**src/rtl/bram_burst_ctrl.sv**
```systemverilog
`default_nettype none
// +------------------------------------------------------------------------+
// | bram_burst_ctrl: burst read/write sequencer for a single BRAM port.     |
// | Optional output register stage: define BRAM_CTRL_OUT_REG_EN.            |
// | Revision: 1.0                                                           |
// +------------------------------------------------------------------------+
module bram_burst_ctrl #(
  parameter int DW     = 8,
  parameter int AW     = 17,
  parameter int LW     = 8,
  parameter int RD_LAT = 1
) (
  input  logic          clk,
  input  logic          rst_n,
  input  logic          req_valid,
  output logic          req_ready,
  input  logic          req_wr,
  input  logic [AW-1:0] req_addr,
  input  logic [LW-1:0] req_len,
  input  logic          abort,
  input  logic [DW-1:0] wdata_in,
  output logic          wdata_ack,
  output logic [DW-1:0] rdata_out,
  output logic          rdata_valid,
  output logic          busy,
  output logic          done,
  output logic          enb,
  output logic          web,
  output logic [AW-1:0] addrb,
  output logic [DW-1:0] wdata_out,
  input  logic [DW-1:0] rdata_in
);

  localparam logic [1:0] S_IDLE  = 2'd0;
  localparam logic [1:0] S_RUN   = 2'd1;
  localparam logic [1:0] S_DRAIN = 2'd2;

  logic [1:0]        r_state;
  logic [AW-1:0]     r_addr;
  logic [LW-1:0]     r_cnt;
  logic              r_wr;
  logic              r_wr_done;
  logic [RD_LAT-1:0] r_vsr;

  logic w_beat;
  logic w_last;
  logic w_rd_issue;
  logic w_pipe_empty;

  // An abort in RUN cancels the beat of that same cycle.
  assign w_beat     = (r_state == S_RUN) & ~abort;
  assign w_last     = w_beat & (r_cnt == '0);
  assign w_rd_issue = enb & ~web;

  assign enb       = w_beat;
  assign web       = w_beat & r_wr;
  assign wdata_ack = web;
  assign addrb     = w_beat ? r_addr : '0;
  assign wdata_out = web ? wdata_in : '0;
  assign req_ready = (r_state == S_IDLE);
  assign busy      = (r_state != S_IDLE);
  assign done      = r_wr_done | ((r_state == S_DRAIN) & w_pipe_empty);

  always_ff @(posedge clk or negedge rst_n) begin
    if (!rst_n) begin
      r_state   <= S_IDLE;
      r_addr    <= '0;
      r_cnt     <= '0;
      r_wr      <= 1'b0;
      r_wr_done <= 1'b0;
    end else begin
      r_wr_done <= w_last & r_wr;
      case (r_state)
        S_IDLE: begin
          if (req_valid) begin
            r_state <= S_RUN;
            r_addr  <= req_addr;
            r_cnt   <= req_len;
            r_wr    <= req_wr;
          end
        end
        S_RUN: begin
          if (abort) begin
            r_state <= S_DRAIN;
          end else begin
            r_addr <= r_addr + AW'(1);
            r_cnt  <= r_cnt - LW'(1);
            if (r_cnt == '0) begin
              r_state <= r_wr ? S_IDLE : S_DRAIN;
            end
          end
        end
        S_DRAIN: begin
          if (w_pipe_empty) begin
            r_state <= S_IDLE;
          end
        end
        default: r_state <= S_IDLE;
      endcase
    end
  end

  // Valid shift register tracks read beats through the BRAM read latency.
  generate
    if (RD_LAT == 1) begin : g_vsr_one
      always_ff @(posedge clk or negedge rst_n) begin
        if (!rst_n) begin
          r_vsr <= '0;
        end else begin
          r_vsr <= w_rd_issue;
        end
      end
    end else begin : g_vsr_multi
      always_ff @(posedge clk or negedge rst_n) begin
        if (!rst_n) begin
          r_vsr <= '0;
        end else begin
          r_vsr <= {r_vsr[RD_LAT-2:0], w_rd_issue};
        end
      end
    end
  endgenerate

`ifdef BRAM_CTRL_OUT_REG_EN
  logic          r_rvalid_q;
  logic [DW-1:0] r_rdata_q;

  always_ff @(posedge clk or negedge rst_n) begin
    if (!rst_n) begin
      r_rvalid_q <= 1'b0;
      r_rdata_q  <= '0;
    end else begin
      r_rvalid_q <= r_vsr[RD_LAT-1];
      r_rdata_q  <= rdata_in;
    end
  end

  assign rdata_valid  = r_rvalid_q;
  assign rdata_out    = r_rdata_q;
  assign w_pipe_empty = ~(|r_vsr) & ~r_rvalid_q;
`else
  assign rdata_valid  = r_vsr[RD_LAT-1];
  assign rdata_out    = rdata_in;
  assign w_pipe_empty = ~(|r_vsr);
`endif

endmodule
`default_nettype wire

```
**config.mk**
```make
export PLATFORM = sky130hd
export DESIGN_NAME = bram_burst_ctrl
export DESIGN_NICKNAME = d
export VERILOG_FILES = /design/src/rtl/bram_burst_ctrl.sv
export SDC_FILE = /design/constraint.sdc
export NUM_CORES = 1
export LEC_CHECK = 0
export CELL_PAD_IN_SITES_DETAIL_PLACEMENT = 0
export CELL_PAD_IN_SITES_GLOBAL_PLACEMENT = 1
export CORE_AREA = 2 2 87 89
export DETAILED_ROUTE_END_ITERATION = 8
export DIE_AREA = 0 0 89 91
export GPL_ROUTABILITY_DRIVEN = 0
export GPL_TIMING_DRIVEN = 0
export PLACE_DENSITY_LB_ADDON = 0.1
export SKIP_LAST_GASP = 1
export SLEW_MARGIN = 5
export SYNTH_ARGS = -nofsm -noshare
export SYNTH_HDL_FRONTEND = slang
export SYNTH_SLANG_ARGS = --single-unit
```
**constraint.sdc**
```tcl
create_clock -name clk -period 1.7 [get_ports clk]
set_input_delay 0.255 -clock clk [delete_from_list [all_inputs] [get_ports clk]]
set_output_delay 0.255 -clock clk [all_outputs]
set_load 0.03 [all_outputs]
```
## After elaboration in Yosys (flattened, before gate mapping)

Cells that the tools add are included.
W data, S select, Z words.

- $add $sub $neg: 2
- Equality and inequality tests: 6
- Mux-type cells: 14
- Bitwise gates (word level): 10
- Reduce and logical (&&, ||, !) cells: 7

Operators by type and width:

| operator | number |
|---|---|
| $mux W17 | 3 |
| $pmux W17 S2 | 1 |
| $mux W8 | 3 |
| $add A17 B1 Y17 const B | 1 |
| $pmux W8 S2 | 1 |
| $mux W2 | 5 |
| $logic_not A8 Y1 | 1 |
| $sub A8 B1 Y8 const B | 1 |
| $and A1 B1 Y1 | 6 |
| $ne A2 B2 Y1 const B | 3 |
| $pmux W2 S3 | 1 |
| $reduce_and A3 Y1 | 2 |
| $reduce_bool A2 Y1 | 2 |
| $ne A3 B2 Y1 const B | 1 |
| $not A1 Y1 | 3 |
| $eq A2 B1 Y1 const B | 1 |
| $eq A2 B2 Y1 const B | 1 |
| $logic_not A2 Y1 | 1 |
| $reduce_and A2 Y1 | 1 |
| $or A1 B1 Y1 | 1 |

- Register bits: 30
- Output and inout bits: 40

## Logic depth before layout (Yosys ltp)

- Depth after elaboration: 5
- Mapped depth: 7
- Mapped depth without buffers: 6

## Least setup slack after synthesis

Ideal clock, no wire load.

- Path kind: flip-flop to output port
- From: register r_state[1]
- To: output web
- Data arrival time: 1567 ps
- Data required time: 1445 ps
- Setup slack: -122 ps
- Cell stages (with the launch flop): 7
- Buffers on the path: 3
- Path through: dfrtp_1 -> nor3b_1 -> buf_2 -> buf_2 -> nand2_1 -> inv_1 -> buf_4

- Word-level cells in the longest chain between the ends: 3

RTL lines:

| element | RTL line | source |
|---|---|---|
| start: declaration | 38 | `logic [1:0] r_state;` |
| start signal: assignment | 89 | `r_state <= r_wr ? S_IDLE : S_DRAIN;` |
| $eq A2 B1 Y1 | 51 | `assign w_beat = (r_state == S_RUN) & ~abort;` |
| $and A1 B1 Y1 | 51 |  |
| net enb | 27 | `output logic enb,` |
| $and A1 B1 Y1 | 56 | `assign web = w_beat & r_wr;` |
| end: declaration | 28 | `output logic web,` |

The timed path passes the listed nets, and every way through them passes these cells.

## Worst setup path in the final report

- From: register r_state[1]
- To: output wdata_out[6]

- Word-level cells in the longest chain between the ends: 4

RTL lines:

| element | RTL line | source |
|---|---|---|
| $eq A2 B1 Y1 | 51 |  |
| $and A1 B1 Y1 | 51 |  |
| $and A1 B1 Y1 | 56 |  |
| $mux W8 | 59 | `assign wdata_out = web ? wdata_in : '0;` |
| end: declaration | 30 | `output logic [DW-1:0] wdata_out,` |

Every way passes these cells.

==> flow_metrics.py <==
metrics = {
    "floorplanning": {
        "core_area_mm2": 0.00714,
        "die_y_um": 91,
        "fp.dieW_um": 89,
        "dieArea_mm2": 0.00810,
        "ioPinCount": 86,
        "rows": 31,
        "start_util": 0.299,
    },
    "clock_network": {
        "cts_tree": "yes",
        "cts_root_buf": "clkbuf_8",
        "h-tree-depth": 2,
        "clock-sinks": 30,
        "insertion_delay_ps": 290,
        "clkTransAtPathRegs_ps": 70,
        "clock_path_buffers": 2,
        "cts_hold_buf": 0,
        "cts_inserted_buffers": 5,
    },
    "logic_synthesis": {
        "ys_seq_elements": 30,
        "netlist.area_leader.share": 0.351,
        "ys_warn_count": 0,
        "synthArstFlopShare": 1.00,
        "synth_largest_area_cell": "dfrtp_1",
        "ys.flop_type": "dfrtp_1",
        "syn_area_mm2": 0.00214,
        "yosys-top-cells-area": "dfrtp_1 (35%), a21oi_1 (5.4%), and2_1 (5.3%)",
        "synth-edff-count": 0,
        "synthDistinctLibCells": 52,
        "syn_nets": 307,
        "synthCells": 258,
        "syn_area_per_cell_um2": 8.28,
        "ys_seq_area_frac": 0.351,
    },
    "power_and_ir_drop": {
        "power_mw": 5.39,
        "cellLeakagePower_nw": 1.44,
        "powerDensity_mw_per_mm2": 1640,
        "ir_worst_vdd_mv": 0.544,
    },
    "worst_setup_path": {
        "crit_path_frequent_cell": "buf_4",
        "worstReg2RegStart": "r_addr[0]$_DFFE_PN0P_",
        "path_cells": "nor3b_2 -> buf_4 -> clkbuf_8 -> and3_1 -> buf_4",
        "cpPeakStageDelay_ps": 390,
        "timing.rr.end": "r_addr[13]$_DFFE_PN0P_",
        "cp-start-kind": "flip-flop",
        "required_ps": 1440,
        "reg2reg_depth": 5,
        "end_kind": "primary output",
        "cp_data_arrival_time_ps": 1540,
        "cp_slowest_cell": "dfrtp_1",
        "worstSetupPathType": "flip-flop to primary output",
        "r2r_slack_ps": 80,
        "cp_max_fo": 10,
    },
    "sta": {
        "setup_tns_ps": -1460,
        "hold_viol": 0,
        "finalMaxSlewViolations": 0,
        "fin_ws_ps": -96.6,
        "period_needed_ps": 1800,
        "post-route-period-util": 1.06,
        "grt_setup_unrepaired": "true",
        "worstMarginPinSlew_ps": 728,
        "relSlewSlack": 0.515,
        "setup_violations": 23,
        "fin_worst_skew_ps": 6.29,
        "max_freq_mhz": 557,
    },
    "final_layout": {
        "diodes": 0,
        "final_layout_size_suffix_gt1_frac": 0.290,
        "nFillCells": 776,
        "layout_commonest_cell": "clkdlybuf4s50_1",
        "fin_nets": 403,
        "final_cell_mix": "clkdlybuf4s50_1 (44), buf_4 (37), dfrtp_1 (30), nand2_1 (23), a21oi_1 (22)",
        "stdcell_area_mm2": 0.00329,
        "area.growth.synth_to_final_pct": 54.0,
    },
    "outcome": {
        "status": "finished with violations",
        "violations": "negative setup slack",
    },
    "routing": {
        "dr.pass1.iters": 4,
        "routed_via_density": 5.09,
        "ant_nets": 0,
        "num_vias": 2313,
        "avgRoutedWirePerCell_um": 15.6,
        "drc": 0,
        "drt_iter0_drc": 62,
        "totalWireLength_mm": 7.08,
    },
    "placed_design": {
        "io_buffers": 77,
        "placed_area_mm2": 0.00303,
        "dp_hpwl_mm": 5.03,
        "pre_cts_slack_ps": -1240,
    },
    "grt": {
        "grt_pass1_wl_mm": 10.9,
        "grt_usage": 0.173,
        "grt_max_degree": 31,
        "grt_pass1_vias": 2134,
        "antenna_found_initial": 0,
        "overflow": 0,
    },
    "min_path": {
        "hold_class": "input pin to asynchronous set/reset pin",
    },
    "flow_run": {
        "maxCapViolations": 0,
    },
}
-- worst max-delay path by stage --
stage                   endpoint  depth (start not counted)  slack [ps]                   start
floorplan                    web                          6          50  r_state[1]$_DFFE_PN0P_
global placement    wdata_out[6]                          6       -1240                   abort
detailed placement     addrb[16]                          6       -1240                   abort
CTS                     addrb[0]                          5        -120  r_state[1]$_DFFE_PN0P_
global route        wdata_out[6]                          5        -180  r_state[1]$_DFFE_PN0P_
finish              wdata_out[6]                          5        -100  r_state[1]$_DFFE_PN0P_
-- registers in the layout, summed over array words and instances, names as in the netlist --
name and cells:
r_addr 17, r_cnt 8, r_state 2, r_wr 1, r_wr_done 1, rdata_valid 1
-- Yosys cell counts (8+ instances only) --
library cell  instances
a21oi_1              23
and2_1               18
and3_1               11
buf_2                11
buf_4                12
dfrtp_1              30
nand2_1              24
nand3_1               8
nand4_1               8
nor2_1               13
o21ai_1              11
o22ai_1               8
-- metal layers --
layer | wire [um] | global-route usage | share of wire
met1 | 3200 | 0.232 | 0.45
met4 | 93 | 0.0485 | 0.013
met3 | 488 | 0.0373 | 0.069
met5 | 0 | 0 | 0
met2 | 3290 | 0.279 | 0.47
-- cells by family (layout without fill, tap and decap cells) --
| family | after synthesis | in the layout | synth area share |
|---|---|---|---|
| multiplexers | 2 | 2 | 0.0105 |
| adder cells (fa/ha/maj) | 3 | 3 | 0.0176 |
| buffers and inverters | 34 | 131 | 0.0907 |
| flip-flops | 30 | 30 | 0.351 |
| AO/OA/AOI/OAI | 75 | 75 | 0.224 |
| AND/OR/NAND/NOR | 114 | 114 | 0.306 |
-- what timing repair did --
action | in CTS | in global routing
gates resized for setup | 205 | 31
buffers inserted | 6 | 5
cloned | 1 | 0
hold endpoints to repair | 0 | 0
pin swaps | 1 | 4
setup endpoints to repair | 35 | 49
-- through the flow --
stage	util	instances	hold WS (ps)
6_report	0.461	454	24.1
5_1_grt	0.461	454	81.6
4_1_cts	0.444	449	54.3
3_5_place_dp	0.424	434	372
3_3_place_gp	0.425	434	480
2_1_floorplan	-	258	-40.6
-- power breakdown --
group / total [mW] / internal [mW] / switching [mW] / leakage, nW
logic: 3.34 / 1.46 / 1.88 / 1.04
clock network: 0.615 / 0.327 / 0.289 / 0.0482
registers: 1.44 / 1.05 / 0.390 / 0.351
-- cell type report --
cell class | instances | area (um2) | area share
Timing Repair Buffer | 89 | 817 | 0.248
Sequential cell | 30 | 751 | 0.228
Clock buffer | 7 | 86.3 | 0.0262
Tap cell | 99 | 124 | 0.0376
Clock inverter | 1 | 5.00 | 0.00152
Inverter | 6 | 25.0 | 0.00760
Buffer | 28 | 213 | 0.0646
Multi-Input combinational cell | 194 | 1270 | 0.386
-- critical path, delay by kind of cell (launching register included) --
family | cells | cell delay [ps]
buffers and inverters | 3 | 500
DFF | 1 | 390
and+or+nand+nor | 2 | 370
Note: power is estimated with default switching activity, not from simulation.
